**src/rtl/incdec_pkg.sv**
```systemverilog
// incdec_pkg: shared event codes, FSM encodings and record width for the inc/dec monitor
package incdec_pkg;
    typedef enum logic [1:0] {
        EVT_MEET     = 2'b00,
        EVT_INC_WRAP = 2'b01,
        EVT_DEC_WRAP = 2'b10,
        EVT_CONT_ERR = 2'b11
    } evt_t;
    typedef enum logic [1:0] {S_IDLE, S_TRACK, S_ERROR} state_t;
    localparam int EVT_CODE_W = 2;
    function automatic int rec_w(input int width);
        return EVT_CODE_W + width;
    endfunction
endpackage

```
**src/rtl/incdec_monitor_if.sv**
```systemverilog
// incdec_monitor_if: counter sample inputs, event queue handshake and status outputs
interface incdec_monitor_if #(parameter int WIDTH = 4, parameter int CNT_W = 8);
    logic             i_valid;
    logic [WIDTH-1:0] i_inc;
    logic [WIDTH-1:0] i_dec;
    logic             o_evt_valid;
    logic             i_evt_ready;
    logic [1:0]       o_evt_code;
    logic [WIDTH-1:0] o_evt_value;
    logic             o_err;
    logic [CNT_W-1:0] o_meet_cnt;
    logic [CNT_W-1:0] o_drop_cnt;
    modport master (
        output i_valid, i_inc, i_dec, i_evt_ready,
        input  o_evt_valid, o_evt_code, o_evt_value, o_err, o_meet_cnt, o_drop_cnt
    );
    modport slave (
        input  i_valid, i_inc, i_dec, i_evt_ready,
        output o_evt_valid, o_evt_code, o_evt_value, o_err, o_meet_cnt, o_drop_cnt
    );
endinterface

```
**src/rtl/incdec_monitor_evt_fifo.sv**
```systemverilog
// evt_fifo: circular event queue; a pop frees a slot for a push in the same cycle
module evt_fifo #(
    parameter int DEPTH = 4,
    parameter int W     = 6
) (
    input  logic         i_clk,
    input  logic         i_reset,
    input  logic         i_push,
    input  logic         i_pop,
    input  logic [W-1:0] i_data,
    output logic         o_full,
    output logic         o_empty,
    output logic [W-1:0] o_data
);
    localparam int AW = $clog2(DEPTH);
    logic [W-1:0]  r_mem [DEPTH];
    logic [AW-1:0] r_wp, r_rp;
    logic [AW:0]   r_cnt;
    logic          w_push, w_pop;
    assign o_full  = r_cnt == (AW+1)'(DEPTH);
    assign o_empty = r_cnt == '0;
    assign w_pop   = i_pop && !o_empty;
    assign w_push  = i_push && (!o_full || w_pop);
    assign o_data  = o_empty ? '0 : r_mem[r_rp];
    always_ff @(posedge i_clk) begin
        if (w_push) r_mem[r_wp] <= i_data;
    end
    always_ff @(posedge i_clk) begin
        if (i_reset) begin
            r_wp  <= '0;
            r_rp  <= '0;
            r_cnt <= '0;
        end else begin
            if (w_push) r_wp <= r_wp + 1'b1;
            if (w_pop) r_rp <= r_rp + 1'b1;
            r_cnt <= r_cnt + (AW+1)'(w_push) - (AW+1)'(w_pop);
        end
    end
endmodule

```
**src/rtl/incdec_monitor.sv**
```systemverilog
// incdec_monitor: checks inc/dec counter continuity and queues meet/wrap/error events
module incdec_monitor
    import incdec_pkg::*;
#(
    parameter int WIDTH = 4,
    parameter int DEPTH = 4,
    parameter int CNT_W = 8
) (
    input logic             i_clk,
    input logic             i_reset,
    incdec_monitor_if.slave bus
);
    localparam int RW = rec_w(WIDTH);
    state_t           r_state, w_next;
    logic [WIDTH-1:0] r_prv_inc, r_prv_dec;
    logic             r_err;
    logic [CNT_W-1:0] r_meet_cnt, r_drop_cnt;
    logic             w_sample, w_track, w_cont, w_meet, w_incw, w_decw;
    logic             w_push, w_pop, w_full, w_empty;
    evt_t             w_code;
    logic [2:0]       w_drop_inc;
    logic [CNT_W:0]   w_drop_sum;
    logic [RW-1:0]    w_head;
    always_comb begin
        w_sample   = bus.i_valid && r_state != S_ERROR;
        w_track    = bus.i_valid && r_state == S_TRACK;
        w_cont     = w_track && (bus.i_inc != WIDTH'(r_prv_inc + 1'b1) ||
                                 bus.i_dec != WIDTH'(r_prv_dec - 1'b1));
        w_meet     = w_sample && bus.i_inc == bus.i_dec;
        w_incw     = w_track && &r_prv_inc && bus.i_inc == '0;
        w_decw     = w_track && r_prv_dec == '0 && &bus.i_dec;
        w_push     = w_cont || w_meet || w_incw || w_decw;
        w_code     = w_cont ? EVT_CONT_ERR : w_meet ? EVT_MEET : w_incw ? EVT_INC_WRAP : EVT_DEC_WRAP;
        w_pop      = bus.i_evt_ready && !w_empty;
        // suppressed lower-priority events plus a winner lost to a full queue
        w_drop_inc = 3'(w_cont) + 3'(w_meet) + 3'(w_incw) + 3'(w_decw) - 3'(w_push)
                   + 3'(w_push && w_full && !w_pop);
        w_drop_sum = {1'b0, r_drop_cnt} + (CNT_W+1)'(w_drop_inc);
        w_next     = (r_state == S_ERROR || w_cont) ? S_ERROR : bus.i_valid ? S_TRACK : S_IDLE;
    end
    always_ff @(posedge i_clk) begin
        if (i_reset) r_state <= S_IDLE;
        else r_state <= w_next;
    end
    always_ff @(posedge i_clk) begin
        if (i_reset) begin
            r_prv_inc  <= '0;
            r_prv_dec  <= '0;
            r_err      <= 1'b0;
            r_meet_cnt <= '0;
            r_drop_cnt <= '0;
        end else begin
            if (w_sample) begin
                r_prv_inc <= bus.i_inc;
                r_prv_dec <= bus.i_dec;
            end
            if (w_cont) r_err <= 1'b1;
            if (w_meet && !(&r_meet_cnt)) r_meet_cnt <= r_meet_cnt + 1'b1;
            r_drop_cnt <= w_drop_sum[CNT_W] ? '1 : w_drop_sum[CNT_W-1:0];
        end
    end
    evt_fifo #(.DEPTH(DEPTH), .W(RW)) u_fifo (
        .i_clk   (i_clk),
        .i_reset (i_reset),
        .i_push  (w_push),
        .i_pop   (w_pop),
        .i_data  ({w_code, bus.i_inc}),
        .o_full  (w_full),
        .o_empty (w_empty),
        .o_data  (w_head)
    );
    assign bus.o_evt_valid = !w_empty;
    assign bus.o_evt_code  = w_head[RW-1 -: 2];
    assign bus.o_evt_value = w_head[WIDTH-1:0];
    assign bus.o_err       = r_err;
    assign bus.o_meet_cnt  = r_meet_cnt;
    assign bus.o_drop_cnt  = r_drop_cnt;
endmodule

```
**src/flat_wrapper.sv**
```systemverilog
// flat-port wrapper written by rule: the top's interface ports become plain ports
module incdec_monitor_flat import incdec_pkg::*;
#(
    parameter int WIDTH = 4,
    parameter int DEPTH = 4,
    parameter int CNT_W = 8
)
  (i_clk, i_reset, bus_i_valid, bus_i_inc, bus_i_dec, bus_i_evt_ready, bus_o_evt_valid, bus_o_evt_code, bus_o_evt_value, bus_o_err, bus_o_meet_cnt, bus_o_drop_cnt);
  incdec_monitor_if #(.WIDTH(WIDTH), .CNT_W(CNT_W)) bus_i ();
  input logic i_clk;
  input logic i_reset;
  input wire logic [$bits(bus_i.i_valid)-1:0] bus_i_valid;
  input wire logic [$bits(bus_i.i_inc)-1:0] bus_i_inc;
  input wire logic [$bits(bus_i.i_dec)-1:0] bus_i_dec;
  input wire logic [$bits(bus_i.i_evt_ready)-1:0] bus_i_evt_ready;
  output wire logic [$bits(bus_i.o_evt_valid)-1:0] bus_o_evt_valid;
  output wire logic [$bits(bus_i.o_evt_code)-1:0] bus_o_evt_code;
  output wire logic [$bits(bus_i.o_evt_value)-1:0] bus_o_evt_value;
  output wire logic [$bits(bus_i.o_err)-1:0] bus_o_err;
  output wire logic [$bits(bus_i.o_meet_cnt)-1:0] bus_o_meet_cnt;
  output wire logic [$bits(bus_i.o_drop_cnt)-1:0] bus_o_drop_cnt;
  assign bus_i.i_valid = bus_i_valid;
  assign bus_i.i_inc = bus_i_inc;
  assign bus_i.i_dec = bus_i_dec;
  assign bus_i.i_evt_ready = bus_i_evt_ready;
  assign bus_o_evt_valid = bus_i.o_evt_valid;
  assign bus_o_evt_code = bus_i.o_evt_code;
  assign bus_o_evt_value = bus_i.o_evt_value;
  assign bus_o_err = bus_i.o_err;
  assign bus_o_meet_cnt = bus_i.o_meet_cnt;
  assign bus_o_drop_cnt = bus_i.o_drop_cnt;
  incdec_monitor #(.WIDTH(WIDTH), .DEPTH(DEPTH), .CNT_W(CNT_W)) u_core (.i_clk(i_clk), .i_reset(i_reset), .bus(bus_i));
endmodule
```
**config.mk**
```make
export PLATFORM = sky130hd
export DESIGN_NAME = incdec_monitor_flat
export DESIGN_NICKNAME = d
export VERILOG_FILES = /design/src/rtl/incdec_pkg.sv /design/src/rtl/incdec_monitor_if.sv /design/src/rtl/incdec_monitor_evt_fifo.sv /design/src/rtl/incdec_monitor.sv /design/src/flat_wrapper.sv
export SDC_FILE = /design/constraint.sdc
export NUM_CORES = 1
export LEC_CHECK = 0
export CORE_MARGIN = 8
export CORE_UTILIZATION = 50
export DETAILED_ROUTE_END_ITERATION = 7
export MAX_ROUTING_LAYER = met4
export PLACE_DENSITY_LB_ADDON = 0.2
export SYNTH_ARGS = -nofsm -noshare
export SYNTH_HDL_FRONTEND = slang
export SYNTH_SLANG_ARGS = --single-unit
```
**constraint.sdc**
```tcl
create_clock -name i_clk -period 8 [get_ports i_clk]
set_input_delay 1.6 -clock i_clk [delete_from_list [all_inputs] [get_ports i_clk]]
set_output_delay 1.6 -clock i_clk [all_outputs]
set_load 0.03 [all_outputs]
```
==> flow_metrics.env <==
export IMPL_synth_edff_count=24
export IMPL_drc=0
export IMPL_hold_slack_ps=474.9
export IMPL_async_flop_share_pct=0
export IMPL_synth_top_area_cell="dfxtp_1"
export IMPL_synthCells=275
export IMPL_synth_area_leaders="dfxtp_1, edfxtp_1, ha_1"
export IMPL_grt_use_total_pct=13.68
export IMPL_syn_num_nets=309
export IMPL_crit_type="input pin to flip-flop"
export IMPL_die_area_sq_mm=0.008724
export IMPL_synthFlopType="dfxtp_1"
export IMPL_grt_pass1_vias=2004
export IMPL_vias=2014
export IMPL_hold_buffers=0
export IMPL_antenna_left=0
export IMPL_final_nets=347
export IMPL_finClkSkew_ps=7.256
export IMPL_gp_congestion=0.8620
export IMPL_first_iter_violations=104
export IMPL_drive_gt1_share_pct=9.434
export IMPL_cts_resized_gates=0
export IMPL_cts_root_buffer="clkbuf_8"
export IMPL_rsz0062_at_grt="false"
export IMPL_hold_viol=0
export IMPL_drt_wirelength_per_cell_um=13.78
export IMPL_critPathArrivalTime_ps=6400
export IMPL_drv_cap=0
export IMPL_fin_ws_ps=1861
export IMPL_setup_viol=0
export IMPL_antenna_found_initial=0
export IMPL_powerDensity_mw_per_mm2=237.8
export IMPL_cts_setup_buffers=0
export IMPL_slew_limit_headroom_pct=67.71
export IMPL_area_growth_pct=20.13
export IMPL_core_sq_mm=0.005851
export IMPL_tritoncts="built"
export IMPL_fin_crit_sh_pct=76.73
export IMPL_die_h_um=93.40
export IMPL_synth_seq_cells=60
export IMPL_grt_pass1_wl_um=9280
export IMPL_postSynthAreaPerCell_sq_um=10.89
export IMPL_via_per_inst=5.125
export IMPL_required_ps=8260
export IMPL_synth_common_cells="dfxtp_1, edfxtp_1, nor2_1, inv_1, xnor2_1"
export IMPL_grt_max_degree=38
export IMPL_power_leakage_nw=1.349
export IMPL_portBuffers=35
export IMPL_clockBufferDepth=2
export IMPL_clock_sinks=60
export IMPL_synth_top_area_share_pct=24.06
export IMPL_max_freq_ghz=0.1629
export IMPL_dp_cells=377
export IMPL_maxSlewViolCount=0
export IMPL_period_minus_slack_ps=6139
export IMPL_tightest_slew_ps=477.6
export IMPL_end_kind="flip-flop"
export IMPL_hp_class="flip-flop to flip-flop"
export IMPL_yosysSeqAreaShare_pct=48.12
export IMPL_io_pins=36
export IMPL_yosysWarnings=0
export IMPL_ir_worst_vdd_mv=0.1316
export IMPL_syn_area_sq_mm=0.002995
export IMPL_start_kind="input pin"
export IMPL_num_antenna_cells=0
export IMPL_drt_pass1_iter_count=4
export IMPL_clk_pin_slew_worst_paths_ps=70
export IMPL_utilization_pct=61.51
export IMPL_cts_buffers=9
export IMPL_fin_cells=393
export IMPL_run_status="finished clean"
export IMPL_cp_max_fo=8
export IMPL_dp_slack_ps=1561
export IMPL_h_tree_depth=3
export IMPL_synth_distinct_cells=44
export IMPL_start_util_pct=51.20
export IMPL_clk_latency_ps=330
export IMPL_nFillCells=496
export IMPL_synth_most_common_cell="dfxtp_1"
export IMPL_overflow=0
export IMPL_finalSetupTns_ps=0
export IMPL_wl_um=5416
export IMPL_num_rows=28
export IMPL_die_x_um=93.40
export IMPL_place_hpwl_um=3997
-- state kept, by name, indices dropped and copies added (netlist names), 3 cells and up, named ones only --
name	cells
u_core.bus.o_drop_cnt	8
u_core.bus.o_meet_cnt	8
u_core.r_prv_dec	4
u_core.r_prv_inc	4
u_core.u_fifo.r_cnt	3
u_core.u_fifo.r_mem	24
-- path summary, 6_finish.rpt --
path | start | end | slack, ps | depth (start not counted)
worst max-delay path | bus_i_inc[1] | u_core.bus.o_drop_cnt[5]$_SDFF_PP0_ | 1860 | 18
worst min-delay path | u_core.bus.o_err$_SDFFE_PP0P_ | u_core.bus.o_err$_SDFFE_PP0P_ | 470 | 2
worst max register to register | u_core.r_state[0]$_SDFF_PP0_ | u_core.bus.o_drop_cnt[5]$_SDFF_PP0_ | 3250 | 17
worst min register to register | u_core.bus.o_err$_SDFFE_PP0P_ | u_core.bus.o_err$_SDFFE_PP0P_ | 470 | 2
-- per-stage QoR --
stage,power (mW),cell area (sq um)
finish,0.8558,3598
floorplan,0.5298,2995
detailed placement,0.6060,3406
CTS,0.8691,3598
global placement,0.6040,3406
global route,0.9010,3598
-- layout by cell type, fill, tap and decap left out, types with 2 or more instances in the layout --
master	netlist	layout
o21ai_0	3	3
xor2_1	10	10
and2_2	3	3
clkdlybuf4s50_1	0	35
and2_1	9	9
nor2_1	22	22
nor3b_1	2	2
edfxtp_1	24	24
and3_1	3	3
a21oi_1	17	17
clkinv_2	0	2
fa_1	4	4
nand2_1	18	18
nand3_1	12	12
nor2b_1	5	5
mux2i_1	2	2
a211oi_1	2	2
ha_1	18	18
a21o_1	4	4
dfxtp_1	36	36
nor3_1	4	4
clkbuf_8	0	10
xnor2_1	19	19
nand4_1	5	5
mux4_2	6	6
inv_1	19	19
nor4b_1	2	2
-- worst max-delay path, cell delays in order --
cell and delay, ps:
clkdlybuf4s50_1 580, xnor2_1 300, nand4_1 200, or2_0 360, ha_1 300, nand2_1 100
nand2_1 60, ha_1 290, inv_1 40, fa_1 440, ha_1 220, fa_1 500
inv_1 60, fa_1 420, nor2b_1 240, o2111ai_1 280, and3_1 280, nor3_1 150
-- power by group --
group / switching (mW) / internal (mW)
Sequential: 0.0229 / 0.339
Clock: 0.109 / 0.150
Combinational: 0.121 / 0.114
-- logic make-up after synthesis --
family	count (synthesis)	synth area share [%]
and+or+nand+nor	95	16.92
DFF	60	48.12
buffers and inverters	28	3.759
muxes	9	5.556
xor gates and xnor gates	29	8.479
adders and majority gates	22	10.19
AOI/OAI and AO/OA	32	6.976
-- cell type report --
class	count	area, sq um	area share, %
Clock buffer	11	141.4	3.929
Clock inverter	5	51.30	1.426
Inverter	19	71.32	1.982
Multi-Input combinational cell	187	1441	40.06
Sequential cell	60	1441	40.06
Tap cell	75	93.84	2.608
Timing Repair Buffer	36	357.8	9.944
-- metal layers --
| metal | global-route usage, % | share of wire, % |
|---|---|---|
| met1 | 16.05 | 49 |
| met5 | - | 0 |
| met2 | 21.15 | 45 |
| met4 | 5.638 | 1.3 |
| met3 | 4.407 | 5.0 |
No activity file was read; power rests on OpenSTA's default activity.
